## src/rtl/des_decrypt_core_pkg.sv

```systemverilog
// Shared DES constants: widths, FSM encodings, permutation/S-box tables and helper functions.
// Table entries use DES numbering (1 = MSB) so they read like the textbook tables.
package des_decrypt_core_pkg;

  localparam int BLK   = 64;
  localparam int HALF  = 32;
  localparam int KHALF = 28;
  localparam int SUBK  = 48;

  localparam logic [1:0] S_IDLE  = 2'd0;
  localparam logic [1:0] S_ROUND = 2'd1;
  localparam logic [1:0] S_DONE  = 2'd2;

  localparam int IP_TAB [64] = '{
    58, 50, 42, 34, 26, 18, 10, 2, 60, 52, 44, 36, 28, 20, 12, 4,
    62, 54, 46, 38, 30, 22, 14, 6, 64, 56, 48, 40, 32, 24, 16, 8,
    57, 49, 41, 33, 25, 17,  9, 1, 59, 51, 43, 35, 27, 19, 11, 3,
    61, 53, 45, 37, 29, 21, 13, 5, 63, 55, 47, 39, 31, 23, 15, 7};

  localparam int FP_TAB [64] = '{
    40, 8, 48, 16, 56, 24, 64, 32, 39, 7, 47, 15, 55, 23, 63, 31,
    38, 6, 46, 14, 54, 22, 62, 30, 37, 5, 45, 13, 53, 21, 61, 29,
    36, 4, 44, 12, 52, 20, 60, 28, 35, 3, 43, 11, 51, 19, 59, 27,
    34, 2, 42, 10, 50, 18, 58, 26, 33, 1, 41,  9, 49, 17, 57, 25};

  localparam int PC1_TAB [56] = '{
    57, 49, 41, 33, 25, 17,  9,  1, 58, 50, 42, 34, 26, 18,
    10,  2, 59, 51, 43, 35, 27, 19, 11,  3, 60, 52, 44, 36,
    63, 55, 47, 39, 31, 23, 15,  7, 62, 54, 46, 38, 30, 22,
    14,  6, 61, 53, 45, 37, 29, 21, 13,  5, 28, 20, 12,  4};

  localparam int PC2_TAB [48] = '{
    14, 17, 11, 24,  1,  5,  3, 28, 15,  6, 21, 10,
    23, 19, 12,  4, 26,  8, 16,  7, 27, 20, 13,  2,
    41, 52, 31, 37, 47, 55, 30, 40, 51, 45, 33, 48,
    44, 49, 39, 56, 34, 53, 46, 42, 50, 36, 29, 32};

  localparam int E_TAB [48] = '{
    32,  1,  2,  3,  4,  5,  4,  5,  6,  7,  8,  9,
     8,  9, 10, 11, 12, 13, 12, 13, 14, 15, 16, 17,
    16, 17, 18, 19, 20, 21, 20, 21, 22, 23, 24, 25,
    24, 25, 26, 27, 28, 29, 28, 29, 30, 31, 32,  1};

  localparam int P_TAB [32] = '{
    16,  7, 20, 21, 29, 12, 28, 17,  1, 15, 23, 26,  5, 18, 31, 10,
     2,  8, 24, 14, 32, 27,  3,  9, 19, 13, 30,  6, 22, 11,  4, 25};

  // Decrypt walks the key schedule backwards: K16 equals the PC1 value, then right rotations.
  localparam int RSH_TAB [16] = '{0, 1, 2, 2, 2, 2, 2, 2, 1, 2, 2, 2, 2, 2, 2, 1};

  localparam int SBOX [8][64] = '{
    '{14, 4, 13, 1, 2, 15, 11, 8, 3, 10, 6, 12, 5, 9, 0, 7,
      0, 15, 7, 4, 14, 2, 13, 1, 10, 6, 12, 11, 9, 5, 3, 8,
      4, 1, 14, 8, 13, 6, 2, 11, 15, 12, 9, 7, 3, 10, 5, 0,
      15, 12, 8, 2, 4, 9, 1, 7, 5, 11, 3, 14, 10, 0, 6, 13},
    '{15, 1, 8, 14, 6, 11, 3, 4, 9, 7, 2, 13, 12, 0, 5, 10,
      3, 13, 4, 7, 15, 2, 8, 14, 12, 0, 1, 10, 6, 9, 11, 5,
      0, 14, 7, 11, 10, 4, 13, 1, 5, 8, 12, 6, 9, 3, 2, 15,
      13, 8, 10, 1, 3, 15, 4, 2, 11, 6, 7, 12, 0, 5, 14, 9},
    '{10, 0, 9, 14, 6, 3, 15, 5, 1, 13, 12, 7, 11, 4, 2, 8,
      13, 7, 0, 9, 3, 4, 6, 10, 2, 8, 5, 14, 12, 11, 15, 1,
      13, 6, 4, 9, 8, 15, 3, 0, 11, 1, 2, 12, 5, 10, 14, 7,
      1, 10, 13, 0, 6, 9, 8, 7, 4, 15, 14, 3, 11, 5, 2, 12},
    '{7, 13, 14, 3, 0, 6, 9, 10, 1, 2, 8, 5, 11, 12, 4, 15,
      13, 8, 11, 5, 6, 15, 0, 3, 4, 7, 2, 12, 1, 10, 14, 9,
      10, 6, 9, 0, 12, 11, 7, 13, 15, 1, 3, 14, 5, 2, 8, 4,
      3, 15, 0, 6, 10, 1, 13, 8, 9, 4, 5, 11, 12, 7, 2, 14},
    '{2, 12, 4, 1, 7, 10, 11, 6, 8, 5, 3, 15, 13, 0, 14, 9,
      14, 11, 2, 12, 4, 7, 13, 1, 5, 0, 15, 10, 3, 9, 8, 6,
      4, 2, 1, 11, 10, 13, 7, 8, 15, 9, 12, 5, 6, 3, 0, 14,
      11, 8, 12, 7, 1, 14, 2, 13, 6, 15, 0, 9, 10, 4, 5, 3},
    '{12, 1, 10, 15, 9, 2, 6, 8, 0, 13, 3, 4, 14, 7, 5, 11,
      10, 15, 4, 2, 7, 12, 9, 5, 6, 1, 13, 14, 0, 11, 3, 8,
      9, 14, 15, 5, 2, 8, 12, 3, 7, 0, 4, 10, 1, 13, 11, 6,
      4, 3, 2, 12, 9, 5, 15, 10, 11, 14, 1, 7, 6, 0, 8, 13},
    '{4, 11, 2, 14, 15, 0, 8, 13, 3, 12, 9, 7, 5, 10, 6, 1,
      13, 0, 11, 7, 4, 9, 1, 10, 14, 3, 5, 12, 2, 15, 8, 6,
      1, 4, 11, 13, 12, 3, 7, 14, 10, 15, 6, 8, 0, 5, 9, 2,
      6, 11, 13, 8, 1, 4, 10, 7, 9, 5, 0, 15, 14, 2, 3, 12},
    '{13, 2, 8, 4, 6, 15, 11, 1, 10, 9, 3, 14, 5, 0, 12, 7,
      1, 15, 13, 8, 10, 3, 7, 4, 12, 5, 6, 11, 0, 14, 9, 2,
      7, 11, 4, 1, 9, 12, 14, 2, 0, 6, 10, 13, 15, 3, 5, 8,
      2, 1, 14, 7, 4, 10, 8, 13, 15, 12, 9, 0, 3, 5, 6, 11}};

  function automatic logic [BLK-1:0] perm64(input logic [BLK-1:0] x, input int tab [64]);
    logic [BLK-1:0] r;
    r = '0;
    for (int i = 0; i < 64; i++) r[6'(BLK - 1 - i)] = x[6'(BLK - tab[i])];
    return r;
  endfunction

  function automatic logic [2*KHALF-1:0] pc1(input logic [BLK-1:0] x);
    logic [2*KHALF-1:0] r;
    r = '0;
    for (int i = 0; i < 56; i++) r[6'(2*KHALF - 1 - i)] = x[6'(BLK - PC1_TAB[i])];
    return r;
  endfunction

  function automatic logic [SUBK-1:0] pc2(input logic [2*KHALF-1:0] x);
    logic [SUBK-1:0] r;
    r = '0;
    for (int i = 0; i < 48; i++) r[6'(SUBK - 1 - i)] = x[6'(2*KHALF - PC2_TAB[i])];
    return r;
  endfunction

  function automatic logic [SUBK-1:0] e_expand(input logic [HALF-1:0] x);
    logic [SUBK-1:0] r;
    r = '0;
    for (int i = 0; i < 48; i++) r[6'(SUBK - 1 - i)] = x[5'(HALF - E_TAB[i])];
    return r;
  endfunction

  function automatic logic [HALF-1:0] p_perm(input logic [HALF-1:0] x);
    logic [HALF-1:0] r;
    r = '0;
    for (int i = 0; i < 32; i++) r[5'(HALF - 1 - i)] = x[5'(HALF - P_TAB[i])];
    return r;
  endfunction

  // Row is the outer bit pair, column the inner four bits.
  function automatic logic [3:0] sbox(input logic [2:0] box, input logic [5:0] x);
    return 4'(SBOX[box][{x[5], x[0], x[4:1]}]);
  endfunction

  function automatic logic [KHALF-1:0] rotr(input logic [KHALF-1:0] x, input logic [1:0] amt);
    case (amt)
      2'd1:    return {x[0], x[KHALF-1:1]};
      2'd2:    return {x[1:0], x[KHALF-1:2]};
      default: return x;
    endcase
  endfunction

endpackage

```

## src/rtl/des_feistel_f.sv

```systemverilog
// DES f-function: expand R, mix with the round subkey, eight S-boxes, then P-permutation.
module des_feistel_f
  import des_decrypt_core_pkg::*;
(
  input  logic [HALF-1:0] r_in,
  input  logic [SUBK-1:0] subkey,
  output logic [HALF-1:0] f_out
);

  logic [SUBK-1:0] mixed;
  logic [HALF-1:0] s_out;

  always_comb begin
    mixed = e_expand(r_in) ^ subkey;
    s_out = '0;
    for (int b = 0; b < 8; b++) begin
      s_out[5'(HALF - 1 - 4*b) -: 4] = sbox(3'(b), mixed[6'(SUBK - 1 - 6*b) -: 6]);
    end
  end

  assign f_out = p_perm(s_out);

endmodule

```

## src/rtl/des_decrypt_core.sv

```systemverilog
// Iterative DES decryption: one Feistel round per clock, subkeys generated in reverse order.
module des_decrypt_core
  import des_decrypt_core_pkg::*;
#(
  parameter int ROUNDS = 16
) (
  input  logic           clk,
  input  logic           rst,
  input  logic           in_valid,
  output logic           in_ready,
  input  logic [BLK-1:0] ct_in,
  input  logic [BLK-1:0] key_in,
  output logic           out_valid,
  input  logic           out_ready,
  output logic [BLK-1:0] pt_out,
  output logic           busy
);

  logic [1:0]       state_q, state_d;
  logic [3:0]       rnd_q, rnd_d;
  logic [HALF-1:0]  l_q, l_d, r_q, r_d;
  logic [KHALF-1:0] c_q, c_d, d_q, d_d;
  logic [BLK-1:0]   pt_q, pt_d;

  logic [KHALF-1:0] c_rot, d_rot;
  logic [SUBK-1:0]  subkey;
  logic [HALF-1:0]  f_out, r_next;
  logic [1:0]       rsh;

  assign rsh    = 2'(RSH_TAB[rnd_q]);
  assign c_rot  = rotr(c_q, rsh);
  assign d_rot  = rotr(d_q, rsh);
  assign subkey = pc2({c_rot, d_rot});
  assign r_next = l_q ^ f_out;

  des_feistel_f u_f (
    .r_in   (r_q),
    .subkey (subkey),
    .f_out  (f_out)
  );

  always_comb begin
    // NOTE: every _d starts from its _q so no branch leaves one unassigned (no inferred latch).
    state_d = state_q;
    rnd_d   = rnd_q;
    l_d     = l_q;
    r_d     = r_q;
    c_d     = c_q;
    d_d     = d_q;
    pt_d    = pt_q;
    case (state_q)
      S_IDLE: begin
        if (in_valid) begin
          {l_d, r_d} = perm64(ct_in, IP_TAB);
          {c_d, d_d} = pc1(key_in);
          rnd_d      = 4'd0;
          state_d    = S_ROUND;
        end
      end
      S_ROUND: begin
        l_d   = r_q;
        r_d   = r_next;
        c_d   = c_rot;
        d_d   = d_rot;
        rnd_d = rnd_q + 4'd1;
        if (rnd_q == 4'(ROUNDS - 1)) begin
          // Final swap: output is FP(R16 || L16).
          pt_d    = perm64({r_next, r_q}, FP_TAB);
          rnd_d   = 4'd0;
          state_d = S_DONE;
        end
      end
      S_DONE: begin
        if (out_ready) state_d = S_IDLE;
      end
      default: state_d = S_IDLE;
    endcase
  end

  // NOTE: non-blocking assignments so all registers update from the same pre-edge values.
  always_ff @(posedge clk or posedge rst) begin
    if (rst) begin
      state_q <= S_IDLE;
      rnd_q   <= '0;
      l_q     <= '0;
      r_q     <= '0;
      c_q     <= '0;
      d_q     <= '0;
      pt_q    <= '0;
    end else begin
      state_q <= state_d;
      rnd_q   <= rnd_d;
      l_q     <= l_d;
      r_q     <= r_d;
      c_q     <= c_d;
      d_q     <= d_d;
      pt_q    <= pt_d;
    end
  end

  assign in_ready  = (state_q == S_IDLE);
  assign out_valid = (state_q == S_DONE);
  assign busy      = (state_q != S_IDLE);
  assign pt_out    = pt_q;

endmodule

```

## config.mk

```make
export PLATFORM = sky130hd
export DESIGN_NAME = des_decrypt_core
export DESIGN_NICKNAME = d
export VERILOG_FILES = /design/src/rtl/des_decrypt_core_pkg.sv /design/src/rtl/des_feistel_f.sv /design/src/rtl/des_decrypt_core.sv
export SDC_FILE = /design/constraint.sdc
export NUM_CORES = 1
export LEC_CHECK = 0
export CAP_MARGIN = 40
export CORE_MARGIN = 1.5
export CORE_UTILIZATION = 45
export CTS_BUF_LIST = sky130_fd_sc_hd__clkbuf_8
export DETAILED_ROUTE_END_ITERATION = 8
export GPL_ROUTABILITY_DRIVEN = 1
export PLACE_DENSITY = 0.73
export SETUP_SLACK_MARGIN = 0.05
export SLEW_MARGIN = 20
export SYNTH_ARGS = -nofsm -noshare
export SYNTH_HDL_FRONTEND = slang
export SYNTH_HIERARCHICAL = 1
export SYNTH_SLANG_ARGS = --single-unit
```

## constraint.sdc

```tcl
create_clock -name clk -period 5.1 [get_ports clk]
set_input_delay 1.53 -clock clk [delete_from_list [all_inputs] [get_ports clk]]
set_output_delay 1.53 -clock clk [all_outputs]
set_load 0.02 [all_outputs]
```

==> parameters.txt <==
Parameter                              Value

Setup path
  Crit path largest cell delay    580 ps
  Class of the most critical setup path    flop to flop
  Critical Path Most Common Cell    sky130_fd_sc_hd__ha_1
  Cell type of the slowest stage on the worst timing path    sky130_fd_sc_hd__ha_1
  CP Cell Sequence    ha_1 > nand3_4 > o21a_1 > ha_1 > a22oi_1 > o21ai_0 > xor2_1 > inv_1 > ha_1 > mux4_2 > mux2_2 > a21oi_1 > xor2_1 > a22o_1
  Kind of end point of the critical path    flop
  Family of cells with the greatest summed delay on the critical path    adder cells
  Crit Path Max Fanout    18
  CP Buf/Inv Count    1
  Required @ worst endpoint    5380 ps
  Worst path arrival time    4860 ps
  CP Launch Type    flop

GRT
  Remaining global-route overflow    0
  Largest net degree at the start of global routing    47
  First-pass GRT wire length    24600 um
  Total global-route track usage    0.192
  Number of antenna violations at the first check in global routing    0
  Via count of the first global-routing pass    4811

Detailed routing
  Met3 wire length    769 um
  Number of detailed-route iterations in the first pass    5
  Detailed-route wire length per cell    17.2 um
  Number of DRC markers in iteration 0    418
  Detail Route Antenna Nets    0
  Vias after detailed routing    4871
  Metal1 wirelength    6190 um
  Wire length reported by the detailed router    14600 um
  Amount of wire on met2 after detailed routing    7320 um
  # DRC    0
  Routed via count divided by cell count    5.72
  Uppermost routed layer    met4

Clock tree
  Clock latency on the worst-skew pair    380 ps
  H-tree levels    3
  Buffer cell driving the clock tree root    sky130_fd_sc_hd__clkbuf_8
  Number of hold buffers added after CTS    0
  Total clock sinks    98
  Deepest clock path buffer count    2
  Total setup buffers inserted after CTS    0
  Total CTS buffers    9
  Clock tree from TritonCTS    yes
  CTS clock-pin slew for the worst setup and hold paths    100 ps
  Total of cells resized after clock tree synthesis    0

Timing
  Worst Clk Skew    11.7 ps
  Setup-violating endpoint count in the final report    0
  RSZ-0062 raised after global routing    no
  Worst slew pin tran    822 ps
  Final Max Slew Viols    0
  Final worst path period share    0.898
  Worst-case setup margin in the final layout    522 ps
  Max transition margin    0.448
  Crit path time final    4580 ps
  Hold violation total from the final report    0
  Final TNS setup    0 ps
  Peak Freq    218 MHz

Floorplanning
  Initial core utilization    0.458
  I/O Pins    199
  Cell Rows    44
  Horiz. Die Dim    124 um
  Chip height    124 um
  Core Area    14500 sq um
  Die area    15500 sq um

Cells and area
  Most frequent standard cell in the layout excluding fill and tap cells    sky130_fd_sc_hd__dfrtp_1
  Commonest non-fill, non-tap cells in the layout    sky130_fd_sc_hd__dfrtp_1 (98), sky130_fd_sc_hd__conb_1 (65), sky130_fd_sc_hd__a22o_1 (53)
  Final core utilization    0.497
  Ratio of cells with drive above 1 in the final layout    0.127
  Number of nets at the end of the flow    818
  Ant diodes    0
  Synth-to-layout area growth    8.51%

Placed design
  Final HPWL from detailed placement    9950 um
  Number of port buffers    50
  Worst slack at placement    615 ps
  RD Place Congestion    0.881

Job
  Max cap viols    0

Logic synthesis
  Synth Area per Inst    10.3 sq um
  Netlist area before placement    6630 sq um
  Synthesized instance count    641
  Yosys warning count    6

Status
  Result of the run    finished clean

Power
  Power per standard cell area    938 nW/um^2
  Leakage    0.00314 uW
  Maximum vdd drop    0.378 mV
  Total power after layout    6750 uW

Min path
  Worst min-delay path class    flop to flop
==> worst reg2reg max path: cells and delay by family (launching register included) <==
family	cells	cell delay (ps)
muxes	2	750
and+or+nand+nor	1	140
DFF	1	430
xor gates and xnor gates	2	650
AOI/OAI and AO/OA	5	1100
adders and majority gates	3	1130
buffers and inverters	1	270
==> metal layers <==
metal / global-route usage / vias to the layer above
met4: 0.0703 / 0
met1: 0.241 / 2425
met5: 0 / -
li1: - / 2235
met2: 0.330 / 186
met3: 0.0365 / 25
==> state kept, by name (all words and copies together), names as in the netlist <==
name / count
d_q: 28
state_q: 2
r_q: 24
pt_out: 16
l_q: 24
rnd_q: 4
==> cell type report <==
type / instances / area [sq um]
Fill cell: 1306 / 7280
Multi-Input combinational cell: 468 / 3570
Sequential cell: 98 / 2450
Timing Repair Buffer: 66 / 661
Tap cell: 184 / 230
Clock buffer: 10 / 138
Inverter: 20 / 82.6
Clock inverter: 6 / 65.1
==> final timing paths <==
| check | startpoint | to | slack (ps) | cells past startpoint |
|---|---|---|---|---|
| max in group asynchronous | rst | d_q[17] | 2730 | 3 |
| min | pt_out[29] | pt_out[29] | 520 | 1 |
| max reg2reg | rnd_q[0] | r_q[0] | 520 | 14 |
| min in group asynchronous | rst | pt_out[7] | 1570 | 2 |
| min reg2reg | pt_out[29] | pt_out[29] | 520 | 1 |
| max | rnd_q[0] | r_q[0] | 520 | 14 |
==> stage by stage <==
step	std cells	hold slack, ps	area (sq um)
after floorplan	704	479	6870
after global placement	832	493	6940
after detailed placement	835	496	6990
after CTS	851	522	7190
after global routing	852	541	7200
final	852	521	7200
==> power by group <==
| part | leakage [uW] | internal [uW] | switching, uW |
|---|---|---|---|
| Combinational | 0.00182 | 2180 | 2510 |
| Sequential | 0.00122 | 1150 | 387 |
| Clock | 0.000103 | 241 | 291 |
Power figures use the tool's default switching activity.
